File: config.mk
export PLATFORM = sky130hd
export DESIGN_NAME = seq_code_lock
export DESIGN_NICKNAME = d
export VERILOG_FILES = /design/src/rtl/seq_code_lock_pkg.sv /design/src/rtl/seq_code_lock_timer.sv /design/src/rtl/seq_code_lock.sv
export SDC_FILE = /design/constraint.sdc
export NUM_CORES = 1
export LEC_CHECK = 0
export BUFFER_PORTS_ARGS = -buffer_cell sky130_fd_sc_hd__buf_2
export CAP_MARGIN = 20
export CORE_ASPECT_RATIO = 0.6
export CORE_MARGIN = 4
export CORE_UTILIZATION = 40
export DETAILED_ROUTE_END_ITERATION = 10
export GPL_TIMING_DRIVEN = 0
export MAX_ROUTING_LAYER = met4
export PLACE_DENSITY = 0.81
export SYNTH_ARGS = -nofsm -noshare
export SYNTH_HDL_FRONTEND = slang
export SYNTH_SLANG_ARGS = --single-unit
File: constraint.sdc
create_clock -name clk -period 3.65 [get_ports clk]
set_input_delay 0.5475 -clock clk [delete_from_list [all_inputs] [get_ports clk]]
set_output_delay 0.5475 -clock clk [all_outputs]
set_load 0.005 [all_outputs]
File: src/rtl/seq_code_lock_pkg.sv
// Shared types and helpers for the sequential keypad lock.
// Default parameter values and the counter widths derived from them live here.
package seq_code_lock_pkg;

    typedef enum logic [1:0] {
        ST_ENTRY    = 2'd0,
        ST_UNLOCKED = 2'd1,
        ST_LOCKOUT  = 2'd2,
        ST_PROG     = 2'd3
    } state_e;

    localparam int unsigned DEF_NUM_DIGITS  = 4;
    localparam int unsigned DEF_KEY_W       = 10;
    localparam int unsigned DEF_MAX_TRIES   = 3;
    localparam int unsigned DEF_UNLOCK_CYC  = 8;
    localparam int unsigned DEF_LOCKOUT_CYC = 16;

    localparam int unsigned DEF_DCNT_W = $clog2(DEF_NUM_DIGITS + 1);
    localparam int unsigned DEF_FCNT_W = $clog2(DEF_MAX_TRIES + 1);

    // Width able to hold values 0..max(a,b)-1, never narrower than one bit.
    function automatic int unsigned timer_w(input int unsigned a, input int unsigned b);
        int unsigned m;
        m = (a > b) ? a : b;
        return (m <= 1) ? 1 : $clog2(m);
    endfunction

    // Keys wider than 64 bits are not supported by this helper.
    function automatic logic is_onehot(input logic [63:0] k);
        return (k != 64'd0) && ((k & (k - 64'd1)) == 64'd0);
    endfunction

endpackage

File: src/rtl/seq_code_lock_timer.sv
// Loadable down-counter shared by the unlock window and the alarm lockout.
// done is high while the count sits at zero.
module lock_timer #(
    parameter int unsigned W = 4
) (
    input  logic         clk,
    input  logic         rst_n,
    input  logic         load,
    input  logic [W-1:0] value,
    input  logic         en,
    output logic         done
);

    logic [W-1:0] cnt_q;
    logic [W-1:0] cnt_d;

    // Next count: load wins, otherwise decrement toward zero while enabled.
    always_comb begin
        cnt_d = cnt_q;
        if (load) begin
            cnt_d = value;
        end else if (en && (cnt_q != '0)) begin
            cnt_d = cnt_q - W'(1);
        end else begin
            cnt_d = cnt_q;
        end
    end

    // Count register.
    always_ff @(posedge clk or negedge rst_n) begin
        if (!rst_n) begin
            cnt_q <= '0;
        end else begin
            cnt_q <= cnt_d;
        end
    end

    assign done = (cnt_q == '0);

endmodule

File: src/rtl/seq_code_lock.sv
// Sequential one-hot keypad lock with timed unlock window and failure lockout.
// Optional in-field code programming is enabled by defining CODE_PROG_EN.
module seq_code_lock
    import seq_code_lock_pkg::*;
#(
    parameter int unsigned NUM_DIGITS  = DEF_NUM_DIGITS,
    parameter int unsigned KEY_W       = DEF_KEY_W,
    parameter int unsigned MAX_TRIES   = DEF_MAX_TRIES,
    parameter int unsigned UNLOCK_CYC  = DEF_UNLOCK_CYC,
    parameter int unsigned LOCKOUT_CYC = DEF_LOCKOUT_CYC,
    parameter logic [NUM_DIGITS*KEY_W-1:0] RESET_CODE = {10'd2, 10'd8, 10'd512, 10'd1}
) (
    input  logic                               clk,
    input  logic                               rst_n,
    input  logic                               key_valid,
    input  logic [KEY_W-1:0]                   key,
    input  logic                               clear,
    input  logic [NUM_DIGITS*KEY_W-1:0]        code_i,
    input  logic                               prog,
    output logic                               unlocked,
    output logic                               alarm,
    output logic                               key_err,
    output logic [$clog2(NUM_DIGITS+1)-1:0]    digit_cnt,
    output logic [$clog2(MAX_TRIES+1)-1:0]     fail_cnt
);

    localparam int unsigned DCNT_W  = $clog2(NUM_DIGITS + 1);
    localparam int unsigned FCNT_W  = $clog2(MAX_TRIES + 1);
    localparam int unsigned TIMER_W = timer_w(UNLOCK_CYC, LOCKOUT_CYC);
    localparam int unsigned CODE_W  = NUM_DIGITS * KEY_W;

    state_e              state_q, state_d;
    logic                unlocked_q, unlocked_d;
    logic                alarm_q, alarm_d;
    logic                key_err_q, key_err_d;
    logic                mis_q, mis_d;
    logic [DCNT_W-1:0]   digit_cnt_q, digit_cnt_d;
    logic [FCNT_W-1:0]   fail_cnt_q, fail_cnt_d;

    logic [CODE_W-1:0]   code_s;
    logic [CODE_W-1:0]   code_shift_s;
    logic [KEY_W-1:0]    exp_digit_s;
    logic                key_ok_s;
    logic                digit_bad_s;
    logic                last_digit_s;
    logic [FCNT_W-1:0]   fail_inc_s;
    logic                timer_load_s;
    logic [TIMER_W-1:0]  timer_val_s;
    logic                timer_en_s;
    logic                timer_done_s;

`ifdef CODE_PROG_EN
    logic [CODE_W-1:0]   code_q, code_d;
    logic [CODE_W-1:0]   new_code_q, new_code_d;
    logic [CODE_W-1:0]   digit_mask_s;
    logic                unused_code_s;

    assign code_s        = code_q;
    assign unused_code_s = ^code_i;
    assign digit_mask_s  = CODE_W'({KEY_W{1'b1}}) << (KEY_W * int'(digit_cnt_q));
`else
    logic                unused_prog_s;

    assign code_s        = code_i;
    assign unused_prog_s = prog;
`endif

    assign code_shift_s = code_s >> (KEY_W * int'(digit_cnt_q));
    assign exp_digit_s  = code_shift_s[KEY_W-1:0];
    assign key_ok_s     = is_onehot(64'(key));
    assign digit_bad_s  = !key_ok_s || (key != exp_digit_s);
    assign last_digit_s = (digit_cnt_q == DCNT_W'(NUM_DIGITS - 1));
    assign fail_inc_s   = fail_cnt_q + FCNT_W'(1);
    assign timer_en_s   = (state_q == ST_UNLOCKED) || (state_q == ST_LOCKOUT);

    lock_timer #(
        .W(TIMER_W)
    ) u_timer (
        .clk   (clk),
        .rst_n (rst_n),
        .load  (timer_load_s),
        .value (timer_val_s),
        .en    (timer_en_s),
        .done  (timer_done_s)
    );

    // Next-state and next-output logic for the lock controller.
    always_comb begin
        state_d      = state_q;
        unlocked_d   = unlocked_q;
        alarm_d      = alarm_q;
        key_err_d    = 1'b0;
        mis_d        = mis_q;
        digit_cnt_d  = digit_cnt_q;
        fail_cnt_d   = fail_cnt_q;
        timer_load_s = 1'b0;
        timer_val_s  = '0;
`ifdef CODE_PROG_EN
        code_d       = code_q;
        new_code_d   = new_code_q;
`endif
        case (state_q)
            ST_ENTRY: begin
                if (clear) begin
                    digit_cnt_d = '0;
                    mis_d       = 1'b0;
                end else if (key_valid) begin
                    key_err_d = !key_ok_s;
                    if (last_digit_s) begin
                        digit_cnt_d = '0;
                        mis_d       = 1'b0;
                        if (!(mis_q || digit_bad_s)) begin
                            state_d      = ST_UNLOCKED;
                            unlocked_d   = 1'b1;
                            fail_cnt_d   = '0;
                            timer_load_s = 1'b1;
                            timer_val_s  = TIMER_W'(UNLOCK_CYC - 1);
                        end else if (fail_inc_s == FCNT_W'(MAX_TRIES)) begin
                            state_d      = ST_LOCKOUT;
                            alarm_d      = 1'b1;
                            fail_cnt_d   = fail_inc_s;
                            timer_load_s = 1'b1;
                            timer_val_s  = TIMER_W'(LOCKOUT_CYC - 1);
                        end else begin
                            fail_cnt_d = fail_inc_s;
                        end
                    end else begin
                        digit_cnt_d = digit_cnt_q + DCNT_W'(1);
                        mis_d       = mis_q | digit_bad_s;
                    end
                end else begin
                    digit_cnt_d = digit_cnt_q;
                end
            end
            ST_UNLOCKED: begin
`ifdef CODE_PROG_EN
                if (prog) begin
                    state_d     = ST_PROG;
                    unlocked_d  = 1'b0;
                    digit_cnt_d = '0;
                    new_code_d  = code_q;
                end else if (timer_done_s) begin
                    state_d    = ST_ENTRY;
                    unlocked_d = 1'b0;
                end else begin
                    state_d = ST_UNLOCKED;
                end
`else
                if (timer_done_s) begin
                    state_d    = ST_ENTRY;
                    unlocked_d = 1'b0;
                end else begin
                    state_d = ST_UNLOCKED;
                end
`endif
            end
            ST_LOCKOUT: begin
                if (timer_done_s) begin
                    state_d    = ST_ENTRY;
                    alarm_d    = 1'b0;
                    fail_cnt_d = '0;
                end else begin
                    state_d = ST_LOCKOUT;
                end
            end
`ifdef CODE_PROG_EN
            ST_PROG: begin
                if (clear) begin
                    state_d     = ST_ENTRY;
                    digit_cnt_d = '0;
                end else if (key_valid && !key_ok_s) begin
                    key_err_d = 1'b1;
                end else if (key_valid) begin
                    // The digit being stored may be the last one, so the full code is built here.
                    new_code_d = (new_code_q & ~digit_mask_s)
                               | (CODE_W'(key) << (KEY_W * int'(digit_cnt_q)));
                    if (last_digit_s) begin
                        code_d      = new_code_d;
                        state_d     = ST_ENTRY;
                        digit_cnt_d = '0;
                    end else begin
                        digit_cnt_d = digit_cnt_q + DCNT_W'(1);
                    end
                end else begin
                    state_d = ST_PROG;
                end
            end
`endif
            default: begin
                state_d     = ST_ENTRY;
                unlocked_d  = 1'b0;
                alarm_d     = 1'b0;
                mis_d       = 1'b0;
                digit_cnt_d = '0;
                fail_cnt_d  = '0;
            end
        endcase
    end

    // Controller state and registered outputs.
    always_ff @(posedge clk or negedge rst_n) begin
        if (!rst_n) begin
            state_q     <= ST_ENTRY;
            unlocked_q  <= 1'b0;
            alarm_q     <= 1'b0;
            key_err_q   <= 1'b0;
            mis_q       <= 1'b0;
            digit_cnt_q <= '0;
            fail_cnt_q  <= '0;
`ifdef CODE_PROG_EN
            code_q      <= RESET_CODE;
            new_code_q  <= '0;
`endif
        end else begin
            state_q     <= state_d;
            unlocked_q  <= unlocked_d;
            alarm_q     <= alarm_d;
            key_err_q   <= key_err_d;
            mis_q       <= mis_d;
            digit_cnt_q <= digit_cnt_d;
            fail_cnt_q  <= fail_cnt_d;
`ifdef CODE_PROG_EN
            code_q      <= code_d;
            new_code_q  <= new_code_d;
`endif
        end
    end

    assign unlocked  = unlocked_q;
    assign alarm     = alarm_q;
    assign key_err   = key_err_q;
    assign digit_cnt = digit_cnt_q;
    assign fail_cnt  = fail_cnt_q;

endmodule

Word level (Yosys, flattened, before mapping)
Cells that the tools add are included.
- add/sub/neg operators: 4
- $mul: 1
- divide/modulo/power cells: 0
- $lt $le $gt $ge: 0
- eq/ne operators: 15
- shifts and indexed selects: 1
- mux-type cells: 51
- bitwise gates (word level): 5
- reduce and logical (&&, ||, !) cells: 18
- operators with widths (cell ; count):
    $and 10x64->64 ; 1
    $logic_not 64->1 ; 1
    $shr 40x7->10 ; 1
    $mux 4 ; 8
    $mux 1 ; 23
    $mux 2 ; 11
    $ne 2x2->1 const B ; 8
    $pmux 2 s3 ; 2
    $sub 10x1->11 const B ; 1
    $ne 10x10->1 ; 1
    $reduce_bool 10->1 ; 1
    $mux 3 ; 3
    $reduce_and 7->1 ; 1
    $mul 3x3->6 const A ; 1
    $ne 3x3->1 const B ; 2
    $pmux 1 s3 ; 2
    $pmux 3 s2 ; 1
    $reduce_and 6->1 ; 1
    $reduce_and 5->1 ; 1
    $eq 2x2->1 const B ; 2
    $logic_not 4->1 ; 1
    $reduce_and 4->1 ; 1
    $reduce_bool 4->1 ; 1
    $sub 4x1->4 const B ; 1
    14 further kinds ; 19
- register bits after elaboration: 15
- latch bits: 0
- RAM bits: 0
- ROM bits: 0
- bits of input ports: 55
- output and inout port bits: 8
- word-level logic and storage cells: 103
- memories: 0

Depth between registers and ports, before layout
Gate-level depths: netlist of run 1.
- depth after elaboration: 13
- depth in mapped cells: 8
- gate-level depth less buffers: 7

Hierarchy
From an unflattened synthesis of run 1, not the netlist that was laid out.
- cell total of the unflattened synthesis: 159
- area total of the unflattened synthesis: 1497.7 µm²
- modules (own cells, without submodules) (module ; instances ; cells an instance ; area each (µm²) ; sequential area each (µm²)):
    seq_code_lock ; 1 ; 132 ; 1227.4 ; 275.3
    lock_timer ; 1 ; 27 ; 270.3 ; 100.1

Worst setup path after synthesis of run 1
No wires, ideal clock.
- kind: input to register
- start: in key[2]
- end: reg alarm_q, in the netlist alarm
- library setup time: 121 ps
- arrival time: 2628 ps
- slack: 901 ps
- stages on the path: 7
- path through: or4_4 -> o31a_1 -> or4b_1 -> a32oi_1 -> and4b_4 -> nand3_4 -> a41o_1
- cells in the longest elaborated chain, start to end: 9
- elaborated cells between the ends (all ways): 11
- those cells by class: 1 x add/sub; 2 x eq/ne; 1 x bitwise; 7 x reduce/logical
- ends and longest elaborated chain (what ; line ; text):
    start: declaration ; seq_code_lock.sv:16 ; input logic [KEY_W-1:0] key,
    $sub 10x1->11 ; seq_code_lock_pkg.sv:30 ; return (k != 64'd0) && ((k & (k - 64'd1)) == 64'd0);
    $and 10x64->64 ; seq_code_lock_pkg.sv:30 ;
    $logic_not 64->1 ; seq_code_lock_pkg.sv:30 ;
    $logic_and 1x1->1 ; seq_code_lock_pkg.sv:30 ;
    $logic_not 1->1 ; seq_code_lock.sv:71 ; assign digit_bad_s = !key_ok_s || (key != exp_digit_s);
    $logic_or 1x1->1 * ; seq_code_lock.sv:71 ;
    $logic_or 1x1->1 * ; seq_code_lock.sv:112 ; if (!(mis_q || digit_bad_s)) begin
    $ne 2x2->1 (no source line) * ; - ;
    $reduce_and 7->1 (no source line) * ; - ;
    end signal: assignment ; seq_code_lock.sv:217 ; alarm_q <= alarm_d;
    end: declaration ; seq_code_lock.sv:34 ; logic alarm_q, alarm_d;
Every way passes the cells marked *; elsewhere a longest branch is shown, timed or not.
A chain may end at the register's enable or synchronous reset.

Worst setup path in the final report of run 1
Same ends and word-level chain as after synthesis.

==> impl_metrics.yaml, run 1 <==
cells_and_area:
  final_util_pct: 55.8
  fillers: 310
  fin_nets: 289
  diodes: 0
  fin_area_um2: 1910
  area_growth_pct: 27.2
  drive_gt1_share_pct: 36.0
yosys:
  ys_async_sr_fraction_pct: 100
  netlist_area_um2: 1500
  ys_warn_count: 0
  synth_seq_area_share_pct: 25.0
  ys_ff_latch: 15
  synthTopCellsByArea: "dfrtp_1 25%, mux4_2 15%, ha_1 6.7%"
  synth_top_area_share_pct: 25.0
  synth_largest_area_cell: "dfrtp_1"
  synth-edff-count: 0
  syn_avg_cell_area_um2: 9.38
  synth_common_cells: "15 x dfrtp_1, 15 x nor2_1, 13 x nand2_1"
  synth_fp_nets: 223
  ys.flop_type: "dfrtp_1"
  synth.distinct_cells: 48
  syn_inst: 160
pwr:
  power_density_nw_per_um2: 241
  ir_worst_vdd_mv: 0.116
  leakage_uw: 0.000889
  p_total_uw: 461
floorplanning:
  dieWidth_um: 87.1
  die_area_um2: 4830
  start_util_pct: 43.9
  die_h_um: 55.5
  rows: 16
  design.portCount: 63
  core_um2: 3420
setup_path:
  cpLargestDelayFamily: "simple AND/OR/NAND/NOR gates"
  cp.depth: 8
  crit_type: "primary input to register"
  r2r-start: "digit_cnt[0]"
  crit_path_start: "key[2]"
  cp-start-kind: "primary input"
  crit_path_max_incr_delay_ps: 540
  path_buf_inv: 1
  reg2reg_depth: 7
  cp.required_ps: 3800
  critPathMaxFanout: 8
  r2r_slack_ps: 910
  cp.arrival_ps: 2920
  slowest_stage: "or4_4"
  path_cells: "buf_2 -> or4_4 -> o31a_1 -> or4b_1 -> a32oi_1 -> and4b_4 -> nand3_4 -> a41o_1"
  end_kind: "register"
  worstReg2RegEnd: "alarm"
outcome:
  status: "finished clean"
timing:
  setup_viol: 0
  fmax_mhz: 361
  setup-tns-final_ps: 0
  period_share_pct: 76.0
  hold_viol: 0
  rsz0062_at_grt: "no"
  slew-limit-headroom_pct: 63.5
  post-route-min-period_ps: 2770
  slew_violations: 0
  fin_skew_ps: 11.5
  final.setup.worst_slack_ps: 877
  tightestPinTransition_ps: 547
global_route:
  grt_max_degree: 16
  grt_pass1_wl_um: 6860
  grt_pass1_vias: 1492
  overflow: 0
  grt.total_usage_pct: 17.9
  antenna_found_initial: 0
min_path:
  hold_class: "primary input to asynchronous set/reset pin"
clocking:
  clk_path_buf_depth: 2
  h-tree-depth: 1
  cts_root_buf: "clkbuf_8"
  clk_latency_ps: 260
  cts_hold_buffers: 0
  cts_tree: "done"
  cts.clk_slew.worst_paths_ps: 70
  clkSinkCount: 15
  post_cts.resized_instances: 0
  cts_buffers: 3
  cts_setup_buffers: 0
detailed_routing:
  wl_um: 4000
  vias: 1524
  viasPerCell: 5.64
  avgRoutedWirePerCell_um: 14.8
  initialDrtViolationCount: 98
  postRouteAntennaNets: 0
  drt_first_pass_iters: 4
  drc_errors: 0
placed_design:
  hpwl_um: 3320
  dp_slack_ps: 612
  dpl_cell_area_um2: 1860
  gp_congestion: 0.904
  io_buffer_count: 61
flow_run:
  drv_cap: 0
[power breakdown]
part / leakage [µW] / switching [µW] / total, µW / internal (µW)
combinational: 0.000659 / 66.2 / 142 / 75.6
clock: 0.0000255 / 65.0 / 141 / 75.7
sequential: 0.000205 / 5.88 / 178 / 172
[final cells by class]
| class | count | area (µm²) | area share, % |
|---|---|---|---|
| multi-input cells | 133 | 1080 | 56.6 |
| clock inverters | 1 | 5.00 | 0.262 |
| flip-flops and latches | 15 | 375 | 19.7 |
| plain buffers | 5 | 20.0 | 1.05 |
| well taps | 45 | 56.3 | 2.95 |
| repair buffers | 61 | 305 | 16.0 |
| clock buffers | 3 | 41.3 | 2.16 |
| inverters | 7 | 26.3 | 1.38 |
[cell usage in the layout, fill, tap and decap left out, types with 5 or more instances in the layout]
| cell type | count |
|---|---|
| nand4b_1 | 5 |
| nor4b_1 | 5 |
| xnor2_1 | 5 |
| buf_2 | 62 |
| nand2_1 | 13 |
| inv_1 | 7 |
| nor3_1 | 5 |
| ha_1 | 8 |
| nand3_1 | 8 |
| dfrtp_1 | 15 |
| mux4_2 | 10 |
| nor2_1 | 15 |
| o21ai_0 | 5 |
| a21oi_1 | 9 |
[registers in the layout, indices dropped and copies added (netlist names)]
register / cells
u_timer.cnt_q: 4
digit_cnt: 3
fail_cnt: 2
state_q: 2
alarm: 1
key_err: 1
mis_q: 1
unlocked: 1
[through the flow]
stage	hold slack [ps]	cells
2_1_floorplan	252	160
3_3_place_gp	479	266
3_5_place_dp	485	266
4_1_cts	206	270
5_1_grt	224	270
6_report	195	270
[routing by layer]
metal | GRT usage [%] | part of all wire, % | routed length, µm
met4 | 2.84 | 0.55 | 22
met3 | 3.12 | 7.3 | 290
met2 | 26.6 | 44 | 1770
met1 | 26.0 | 48 | 1920
met5 | - | 0 | 0
[cells by family (layout without fill, tap and decap cells)]
family | Yosys count | after routing | share of synthesized area (%)
simple gates | 67 | 67 | 26.5
xor+xnor | 6 | 6 | 3.50
flops | 15 | 15 | 25.0
compound gates | 40 | 40 | 18.8
buf+inv | 12 | 77 | 3.08
mux | 11 | 11 | 15.8
fa+ha+maj | 9 | 9 | 7.33
[worst max-delay path by stage]
| stage | endpoint |
|---|---|
| final | alarm |
| after global routing | alarm |
| after CTS | alarm |
| after detailed placement | alarm |
| after global placement | alarm |
| after floorplan | alarm |
No activity file was read; power rests on OpenSTA's default activity.
==> run 2: changes to the inputs <==
Settings changed: ABC_AREA set to 1, PLACE_DENSITY 0.81 to 0.78.
Clock period 3.65 ns to 2.7 ns, I/O delays scaled along.
==> impl_metrics.yaml, run 2 <==
setup_path:
  cp.arrival_ps: 2230
  critPathMaxFanout: 10
  r2r_slack_ps: 610
  reg2reg_depth: 16
  crit_path_max_incr_delay_ps: 410
  cp_common_cell: "nand2_1"
  cp.required_ps: 2840
  slowest_stage: "dfrtp_1"
  crit_path_start: "digit_cnt[1]"
  worstReg2RegEnd: "u_timer.cnt_q[3]"
  cp-start-kind: "register"
  crit_type: "register to register"
  r2r-start: "digit_cnt[1]"
  end_kind: "register"
  path_cells: "buf_6 -> inv_1 -> buf_6 -> nand3_1 -> nand2_1 -> nand2_1 -> nand2_1 -> nand2_1 -> nor2_1 -> nand2_1 -> nor2_2 -> nand2_2 -> nand2_2 -> nand3_2 -> nand2_1 -> o21ai_1"
  endpoint: "u_timer.cnt_q[3]"
floorplanning:
  start_util_pct: 42.4
  core_um2: 4190
  die_area_um2: 5610
  dieWidth_um: 94.1
  rows: 18
  design.portCount: 63
  die_h_um: 59.6
yosys:
  ys_ff_latch: 15
  synth_fp_nets: 391
  synth_common_cells: "129 x nand2_1, 65 x inv_1, 38 x nand3_1"
  syn_avg_cell_area_um2: 5.42
  ys_warn_count: 0
  synth_largest_area_cell: "nand2_1"
  synth.most_common_cell: "nand2_1"
  syn_inst: 328
  synth.distinct_cells: 27
  synth_seq_area_share_pct: 21.1
  ys.flop_type: "dfrtp_1"
  synth_top_area_share_pct: 27.2
  ys_async_sr_fraction_pct: 100
  netlist_area_um2: 1780
  synthTopCellsByArea: "nand2_1 27%, dfrtp_1 21%, inv_1 14%"
  synth-edff-count: 0
clocking:
  clk_latency_ps: 250
  h-tree-depth: 1
  clk_path_buf_depth: 2
  cts_setup_buffers: 0
  cts_buffers: 3
  cts_hold_buffers: 0
  cts.clk_slew.worst_paths_ps: 60
  clkSinkCount: 15
  cts_tree: "done"
  post_cts.resized_instances: 0
  cts_root_buf: "clkbuf_8"
cells_and_area:
  seq_area_um2: 375
  mostFrequentLayoutCell: "nand2_1"
  fin_area_um2: 2200
  final_cell_mix: "129 x nand2_1, 67 x buf_2, 65 x inv_1"
  top_register: "u_timer.cnt_q"
  multi_input_area_um2: 1100
  largest_reg_flops: 4
  drive_gt1_share_pct: 20.4
  area_growth_pct: 23.9
  fin_nets: 457
  fillers: 433
  diodes: 0
placed_design:
  hpwl_um: 4140
  io_buffer_count: 61
  gp_congestion: 0.892
  dpl_cell_area_um2: 2160
timing:
  slew_violations: 0
  worst_hold_slack_ps: 53.1
  slew-limit-headroom_pct: 58.3
  tightestPinTransition_ps: 620
  fmax_mhz: 478
  post-route-min-period_ps: 2090
  fin_skew_ps: 2.04
  setup_viol: 0
  rsz0062_at_grt: "no"
  period_share_pct: 77.5
  hold_viol: 0
  setup-tns-final_ps: 0
global_route:
  grt.total_usage_pct: 18.9
  grt_max_degree: 16
  grt_pass1_wl_um: 8310
  grt_pass1_vias: 1873
  antenna_found_initial: 0
  overflow: 0
detailed_routing:
  wl_um: 5080
  drt_first_pass_iters: 5
  drc_errors: 0
  viasPerCell: 4.69
  initialDrtViolationCount: 229
  avgRoutedWirePerCell_um: 11.2
  vias: 2126
  postRouteAntennaNets: 0
pwr:
  power_density_nw_per_um2: 775
  ir_worst_vdd_mv: 0.338
  leakage_uw: 0.00144
min_path:
  hold_class: "primary input to asynchronous set/reset pin"
outcome:
  status: "finished clean"
flow_run:
  drv_cap: 0
run 2: cell types whose count changed in the layout (fill, tap and decap cells not counted), sizes merged, moves of 4 or more:
| cell | before | now |
|---|---|---|
| nand2 | 13 | 132 |
| nor3 | 5 | 1 |
| nor2 | 15 | 29 |
| nor4b | 5 | 0 |
| mux4 | 10 | 0 |
| buf | 62 | 69 |
| inv | 7 | 66 |
| nand4b | 5 | 0 |
| nand3 | 9 | 39 |
run 2: stage by stage:
| stage | instances | setup slack (ps) | utilization, % | total power [µW] |
|---|---|---|---|---|
| 2_1_floorplan | 328 | 924 | - | 1210 |
| 3_3_place_gp | 449 | 634 | 51.5 | 1470 |
| 3_5_place_dp | 449 | 597 | 51.5 | 1500 |
| 4_1_cts | 453 | 617 | 52.6 | 1700 |
| 5_1_grt | 453 | 395 | 52.6 | 1910 |
| 6_report | 453 | 607 | 52.6 | 1710 |
run 2: how the worst min path moves through the flow:
stage,cells past startpoint,slack (ps),to
6_report,1,50,u_timer.cnt_q[2]
5_1_grt,1,80,u_timer.cnt_q[2]
4_1_cts,1,70,u_timer.cnt_q[2]
3_5_place_dp,1,330,u_timer.cnt_q[2]
3_3_place_gp,1,330,u_timer.cnt_q[2]
2_1_floorplan,0,110,alarm
run 2: report_power, final:
group / switching, µW / leakage, µW / internal [µW] / total, µW
clock: 77.1 / 0.0000228 / 104 / 182
sequential: 62.9 / 0.000194 / 308 / 371
combinational: 727 / 0.00122 / 427 / 1150
total: 867 / 0.00144 / 839 / 1710
run 2: critical path: cells and delay by family (launching register included):
family | cells | cell delay (ps)
simple gates | 12 | 1110
compound gates | 1 | 60
flops | 1 | 410
buf+inv | 3 | 430
run 2: area by class of cell:
cell class	instances	share of cell area (%)
Clock buffer	4	2.04
Buffer	9	2.56
Timing Repair Buffer	61	13.9
Inverter	66	11.2
Tap cell	60	3.41
Multi-Input combinational cell	238	49.9
Sequential cell	15	17.0
run 2: cells by family after synthesis:
group                      synth area share [%]
buffers and inverters                      17.1
and+or+nand+nor                            48.5
AOI/OAI and AO/OA                          6.19
DFF                                        21.1
adders and majority gates                  5.63
xor gates and xnor gates                   1.48
run 2: per-layer routing:
metal	track usage (%)	vias up	share of wire, %
met5	-	-	0
met4	0.617	0	0.059
met3	3.93	2	8.6
met2	28.4	101	41
met1	27.7	905	50
li1	-	1118	-
